## config.mk

```make
export PLATFORM = sky130hd
export DESIGN_NAME = cfs_tx_fifo
export DESIGN_NICKNAME = d
export VERILOG_FILES = /design/src/rtl/cfs_tx_fifo.sv
export SDC_FILE = /design/constraint.sdc
export NUM_CORES = 1
export LEC_CHECK = 0
export ABC_AREA = 1
export CAP_MARGIN = 20
export CELL_PAD_IN_SITES_DETAIL_PLACEMENT = 0
export CELL_PAD_IN_SITES_GLOBAL_PLACEMENT = 1
export CORE_UTILIZATION = 51
export DETAILED_ROUTE_END_ITERATION = 10
export PLACE_DENSITY_LB_ADDON = 0.1
export SLEW_MARGIN = 20
export SYNTH_ARGS = -nofsm -noshare
export SYNTH_HDL_FRONTEND = slang
export SYNTH_SLANG_ARGS = --single-unit
```

## constraint.sdc

```tcl
create_clock -name clk -period 9 [get_ports clk]
set_input_delay 2.7 -clock clk [delete_from_list [all_inputs] [get_ports clk]]
set_output_delay 2.7 -clock clk [all_outputs]
set_load 0.02 [all_outputs]
```

## src/rtl/cfs_tx_fifo.sv

```systemverilog
// cfs_tx_fifo: first-word-fall-through FIFO buffering aligned {size, offset, data} words.
// Define CFS_TX_FIFO_LVL_EN to add the fifo_lvl occupancy output.
module cfs_tx_fifo #(
  parameter int ALGN_DATA_WIDTH = 32,
  parameter int FIFO_DEPTH      = 8,
  localparam int ALGN_OFFSET_WIDTH = (ALGN_DATA_WIDTH <= 8) ? 1 : $clog2(ALGN_DATA_WIDTH/8),
  localparam int ALGN_SIZE_WIDTH   = $clog2(ALGN_DATA_WIDTH/8) + 1,
  localparam int FIFO_DATA_WIDTH   = ALGN_DATA_WIDTH + ALGN_OFFSET_WIDTH + ALGN_SIZE_WIDTH,
  localparam int PTR_WIDTH         = $clog2(FIFO_DEPTH)
) (
  input  logic                       clk,
  input  logic                       reset_n,
  input  logic                       clr,
  input  logic                       push_valid,
  input  logic [FIFO_DATA_WIDTH-1:0] push_data,
  output logic                       push_ready,
  output logic                       pop_valid,
  output logic [FIFO_DATA_WIDTH-1:0] pop_data,
  input  logic                       pop_ready,
  output logic                       full,
  output logic                       empty
`ifdef CFS_TX_FIFO_LVL_EN
  ,
  output logic [PTR_WIDTH:0]         fifo_lvl
`endif
);
  logic [FIFO_DATA_WIDTH-1:0] mem [FIFO_DEPTH];
  logic [PTR_WIDTH:0] wr_ptr_q, wr_ptr_d, rd_ptr_q, rd_ptr_d;
  logic push_fire, pop_fire;
  always_comb begin
    empty      = wr_ptr_q == rd_ptr_q;
    full       = (wr_ptr_q[PTR_WIDTH-1:0] == rd_ptr_q[PTR_WIDTH-1:0]) &&
                 (wr_ptr_q[PTR_WIDTH] != rd_ptr_q[PTR_WIDTH]);
    push_ready = !full;
    pop_valid  = !empty;
    push_fire  = push_valid && !full;
    pop_fire   = pop_ready && !empty;
    wr_ptr_d   = clr ? '0 : wr_ptr_q + (PTR_WIDTH+1)'(push_fire);
    rd_ptr_d   = clr ? '0 : rd_ptr_q + (PTR_WIDTH+1)'(pop_fire);
    pop_data   = empty ? '0 : mem[rd_ptr_q[PTR_WIDTH-1:0]];
  end
`ifdef CFS_TX_FIFO_LVL_EN
  assign fifo_lvl = wr_ptr_q - rd_ptr_q;
`endif
  always_ff @(posedge clk or negedge reset_n) begin
    if (!reset_n) begin
      wr_ptr_q <= '0;
      rd_ptr_q <= '0;
    end else begin
      wr_ptr_q <= wr_ptr_d;
      rd_ptr_q <= rd_ptr_d;
    end
  end
  // storage is deliberately unreset; a flushed push never lands
  always_ff @(posedge clk) begin
    if (push_fire && !clr) mem[wr_ptr_q[PTR_WIDTH-1:0]] <= push_data;
  end
endmodule
```

## Word level (Yosys, flattened, before mapping)

Memory sizes are Yosys's and may differ from the RTL's.
Cells that the tools add are included.

- Register bits after elaboration: 8
- RAM bits: 296
- Output and inout bits: 41
- Logic and storage cells: 20
- Memories: 1

Memories:

| memory | depth | bits a word | rd ports | clocked after memory_dff | wr ports | line | RTL |
|---|---|---|---|---|---|---|---|
| mem | 8 | 37 | 1 | 0 | 1 | 27 | `logic [FIFO_DATA_WIDTH-1:0] mem [FIFO_DEPTH];` |

- $add $sub $neg: 2
- Equality and inequality tests: 3
- Multiplexer cells: 5
- Reduce and logical (&&, ||, !) cells: 7

Operator list:

| kind | number |
|---|---|
| two-way mux 37 bit | 1 |
| adder 4 x 1 -> 4 bit | 2 |
| two-way mux 4 bit | 2 |
| equality test 4 bit | 1 |
| logical AND 1 bit | 4 |
| equality test 3 bit | 1 |
| zero test 1 bit | 3 |
| two-way mux 1 bit | 2 |
| inequality test 1 bit | 1 |

## Depth between registers and ports, before layout

- Depth after elaboration: 7
- Mapped depth: 12
- Depth with buffers taken out: 11

## Least setup slack after synthesis

Ideal clock, no wire load.

- Path type: input port to flip-flop
- Start point: in clr
- End point: mem mem[0][0] in the netlist's numbering, enable pin
- Library setup time: 0.431 ns
- Arrival: 4.528 ns
- Data required time: 8.569 ns
- Slack: 4.041 ns
- Stages: 3
- Buffers on the path: 0
- Path through: inv_1 -> nand3_2 -> nor2_1

- Cells in the longest elaborated chain, start to end: 4

RTL lines:

| what | line | RTL |
|---|---|---|
| start: declaration | 13 | `input logic clr,` |
| zero test 1 bit | 56 | `if (push_fire && !clr) mem[wr_ptr_q[PTR_WIDTH-1:0]] <= push_data;` |
| logical AND 1 bit | 56 |  |
| two-way mux 1 bit | 56 |  |
| two-way mux 1 bit (not written as such) | 56 |  |
| end: declaration | 27 |  |

Every way passes these cells.

## Worst setup path after layout

- Start point: reg rd_ptr_q[0]
- End point: out pop_data[25]

- Cells in the longest elaborated chain, start to end: 2

RTL lines:

| what | line | RTL |
|---|---|---|
| start: declaration | 28 | `logic [PTR_WIDTH:0] wr_ptr_q, wr_ptr_d, rd_ptr_q, rd_ptr_d;` |
| start signal: assignment | 51 | `rd_ptr_q <= rd_ptr_d;` |
| memory (8 x 37 bit) / equality test 4 bit (equally long branches) | -- |  |
| two-way mux 37 bit (*) | 40 | `pop_data = empty ? '0 : mem[rd_ptr_q[PTR_WIDTH-1:0]];` |
| end: declaration | 18 | `output logic [FIFO_DATA_WIDTH-1:0] pop_data,` |

Every way passes the cells marked *; elsewhere a longest branch is shown, timed or not.

==> metrics.md <==
| Metric | Value |
|---|---|
| Status | `completed` |
| Hold_buf cts | `0` |
| Initial Utilization | `52.3%` |
| Placer Congestion | `0.704` |
| CTS max path bufs | `3` |
| Core footprint | `23500 µm²` |
| Worst-Margin Slew | `1040 ps` |
| Fmax | `150 MHz` |
| Number of synthesized flops with an enable pin | `296` |
| Worst hold path type | `flop to flop` |
| Die Footprint | `24800 µm²` |
| Synthesized Nets | `1071` |
| Syn Std Cell Area | `12300 µm²` |
| Period utilization | `74.1%` |
| RSZ-0062 raised after global routing | `false` |
| Post-CTS sizing | `0` |
| Flops & latches, synth | `304` |
| Total grt overflow | `0` |
| Final setup margin | `2330 ps` |
| Slew headroom | `30.3%` |
| Leak pwr | `4.94 nW` |
| Vias in the first global route | `7268` |
| Synth warnings | `0` |
| Antenna-violating nets left | `0` |
| Register area share after synthesis | `73.9%` |
| Worst hold margin | `555 ps` |
| IO buf count | `82` |
| Die W | `157 µm` |
| Multi-input gate area | `2830 µm²` |
| VDD IR max | `188 µV` |
| Via count | `7528` |
| Fin Setup TNS | `0 ps` |
| Register area | `9090 µm²` |
| Ys flop type | `edfxtp_1` |
| Number of diodes | `0` |
| Max Cap Violations | `0` |
| Synth cell count leaders | `edfxtp_1, nor2_1, nand2_1, o21ai_0, nand3_1` |
| CP Launch Type | `flop` |
| Post-synth top area share | `72.2%` |
| Post-CTS setup buffers | `0` |
| Post-synth ARST share | `2.63%` |
| Synth top area cells | `edfxtp_1, nor2_1, o21ai_0` |
| Post-Route Skew | `9.75 ps` |
| Crit end category | `primary output` |
| Most numerous cell in the Yosys netlist | `edfxtp_1` |
| Worst Path Required | `6300 ps` |
| Wire per inst | `18.2 µm` |
| Proportion of layout cells with a drive suffix above 1 | `6.90%` |
| Post-synth top area cell | `edfxtp_1` |
| Worst path max stage delay | `890 ps` |
| Pre-antenna DRT Iters | `4` |
| I/O Pins | `83` |
| CTS sink cnt | `304` |
| Crit Path Class | `flop to primary output` |
| Final Util | `60.6%` |
| Final Slew Violations | `0` |
| Routed WL | `26200 µm` |
| Design Area, Final | `14300 µm²` |
| CTS Buf Count | `31` |
| Initial antenna violation count | `0` |
| Vias per inst | `5.25` |
| Pre-CTS setup slack | `2900 ps` |
| Root Driver | `clkbuf_16` |
| Filler instances | `1919` |
| CP dominant cell by count | `nor2_1` |
| Pin count of the biggest net entering global routing | `106` |
| Critical-path top delay cell | `inv_4` |
| Die height | `157 µm` |
| Synth cell types | `21` |
| CTS tree | `yes` |
| Skew-Pair Late Insertion Delay | `540 ps` |
| Area added between synthesis and finish | `15.9%` |
| Placed cells | `1380` |
| Iter 0 DRT Violations | `447` |
| Tot Pwr | `3.44 mW` |
| DP Wirelength | `12800 µm` |
| Drt drc | `0` |
| GRT Total Usage | `21.9%` |
| Arr. time, crit path | `3970 ps` |
| Final worst path period need | `6670 ps` |
| Post-DP Area | `13300 µm²` |
| Crit Path Max Fanout | `105` |
| Critical Path, Cell by Cell | `inv_4, buf_4, nor2_1, o21ai_0, a21oi_1, nor2_1, clkdlybuf4s50_1` |
| Final setup viols | `0` |
| Global-route wire length before repair | `40800 µm` |
| Rows | `56` |
| Mean Syn Cell Area | `12.0 µm²` |
| Mapped Cells | `1025` |
| Finished Layout Cells | `1435` |
| Hold Fails Final Rpt | `0` |
| Clk pin slew, worst setup/hold paths | `60 ps` |
| Final #Nets | `1140` |
| Pwr dens | `241 nW/µm²` |
| # H-tree levels | `1` |
[where the power goes]
group	switching [mW]	internal (mW)	leakage [nW]	total, mW
Clock	0.503	0.681	0.471	1.18
Sequential	0.0415	1.58	2.78	1.62
Combinational	0.402	0.237	1.69	0.639
[registers in the layout (all words and copies together), names as in the netlist]
name	flops
wr_ptr_q	4
mem	296
rd_ptr_q	4
[worst paths after layout]
path / from / end / slack (ps) / cells past startpoint
max: rd_ptr_q[0] / pop_data[25] / 2330 / 7
min: wr_ptr_q[3] / wr_ptr_q[3] / 560 / 2
max reg2reg: rd_ptr_q[2] / mem[4][20] / 5770 / 7
min reg2reg: wr_ptr_q[3] / wr_ptr_q[3] / 560 / 2
max in group asynchronous: reset_n / rd_ptr_q[0] / 6220 / 1
min in group asynchronous: reset_n / wr_ptr_q[2] / 2450 / 1
[cell usage in the layout, fill, tap and decap left out]
cell type and instances:
edfxtp_1 296, nor2_1 228, nand2_1 158, o21ai_0 136, clkdlybuf4s50_1 82, nand3_1 47, a21oi_1 40, clkbuf_16 31
buf_4 16, o21ai_1 15, inv_1 14, clkinv_2 12, nor2_4 8, clkinv_1 6, dfrtp_1 6, ha_1 4
clkbuf_1 4, inv_2 3, xnor2_1 2, bufinv_16 2, nand4_2 1, inv_4 1, nand4_1 1, nand3_2 1
dfrtp_4 1, dfrtp_2 1
[worst max-delay path: cells and delay by family, from the launching register on]
kind            cells  cell delay, ps
simple gates        2             240
compound gates      2             230
flops               1             770
buf+inv             3            2050
[logic make-up after synthesis]
family | after synthesis | share of synthesized area (%)
adders and majority gates | 4 | 0.407
and+or+nand+nor | 444 | 14.2
DFF | 304 | 73.9
xor gates and xnor gates | 2 | 0.142
AOI/OAI and AO/OA | 191 | 7.77
buffers and inverters | 80 | 3.67
[area by class of cell]
| cell class | count | area share, % |
|---|---|---|
| Inverter | 18 | 0.491 |
| Sequential cell | 304 | 63.8 |
| Tap cell | 319 | 2.80 |
| Clock inverter | 20 | 1.00 |
| Timing Repair Buffer | 98 | 6.60 |
| Clock buffer | 35 | 5.54 |
| Multi-Input combinational cell | 641 | 19.8 |
[layer usage]
layer	up-vias	part of all wire, %	routed length, µm	global-route usage (%)
li1	3716	-	-	-
met1	3614	44	11600	29.2
met2	167	50	13000	38.2
met3	31	4.3	1130	2.84
met4	0	1.7	446	4.90
met5	-	0	0	0
Power figures use the tool's default switching activity.
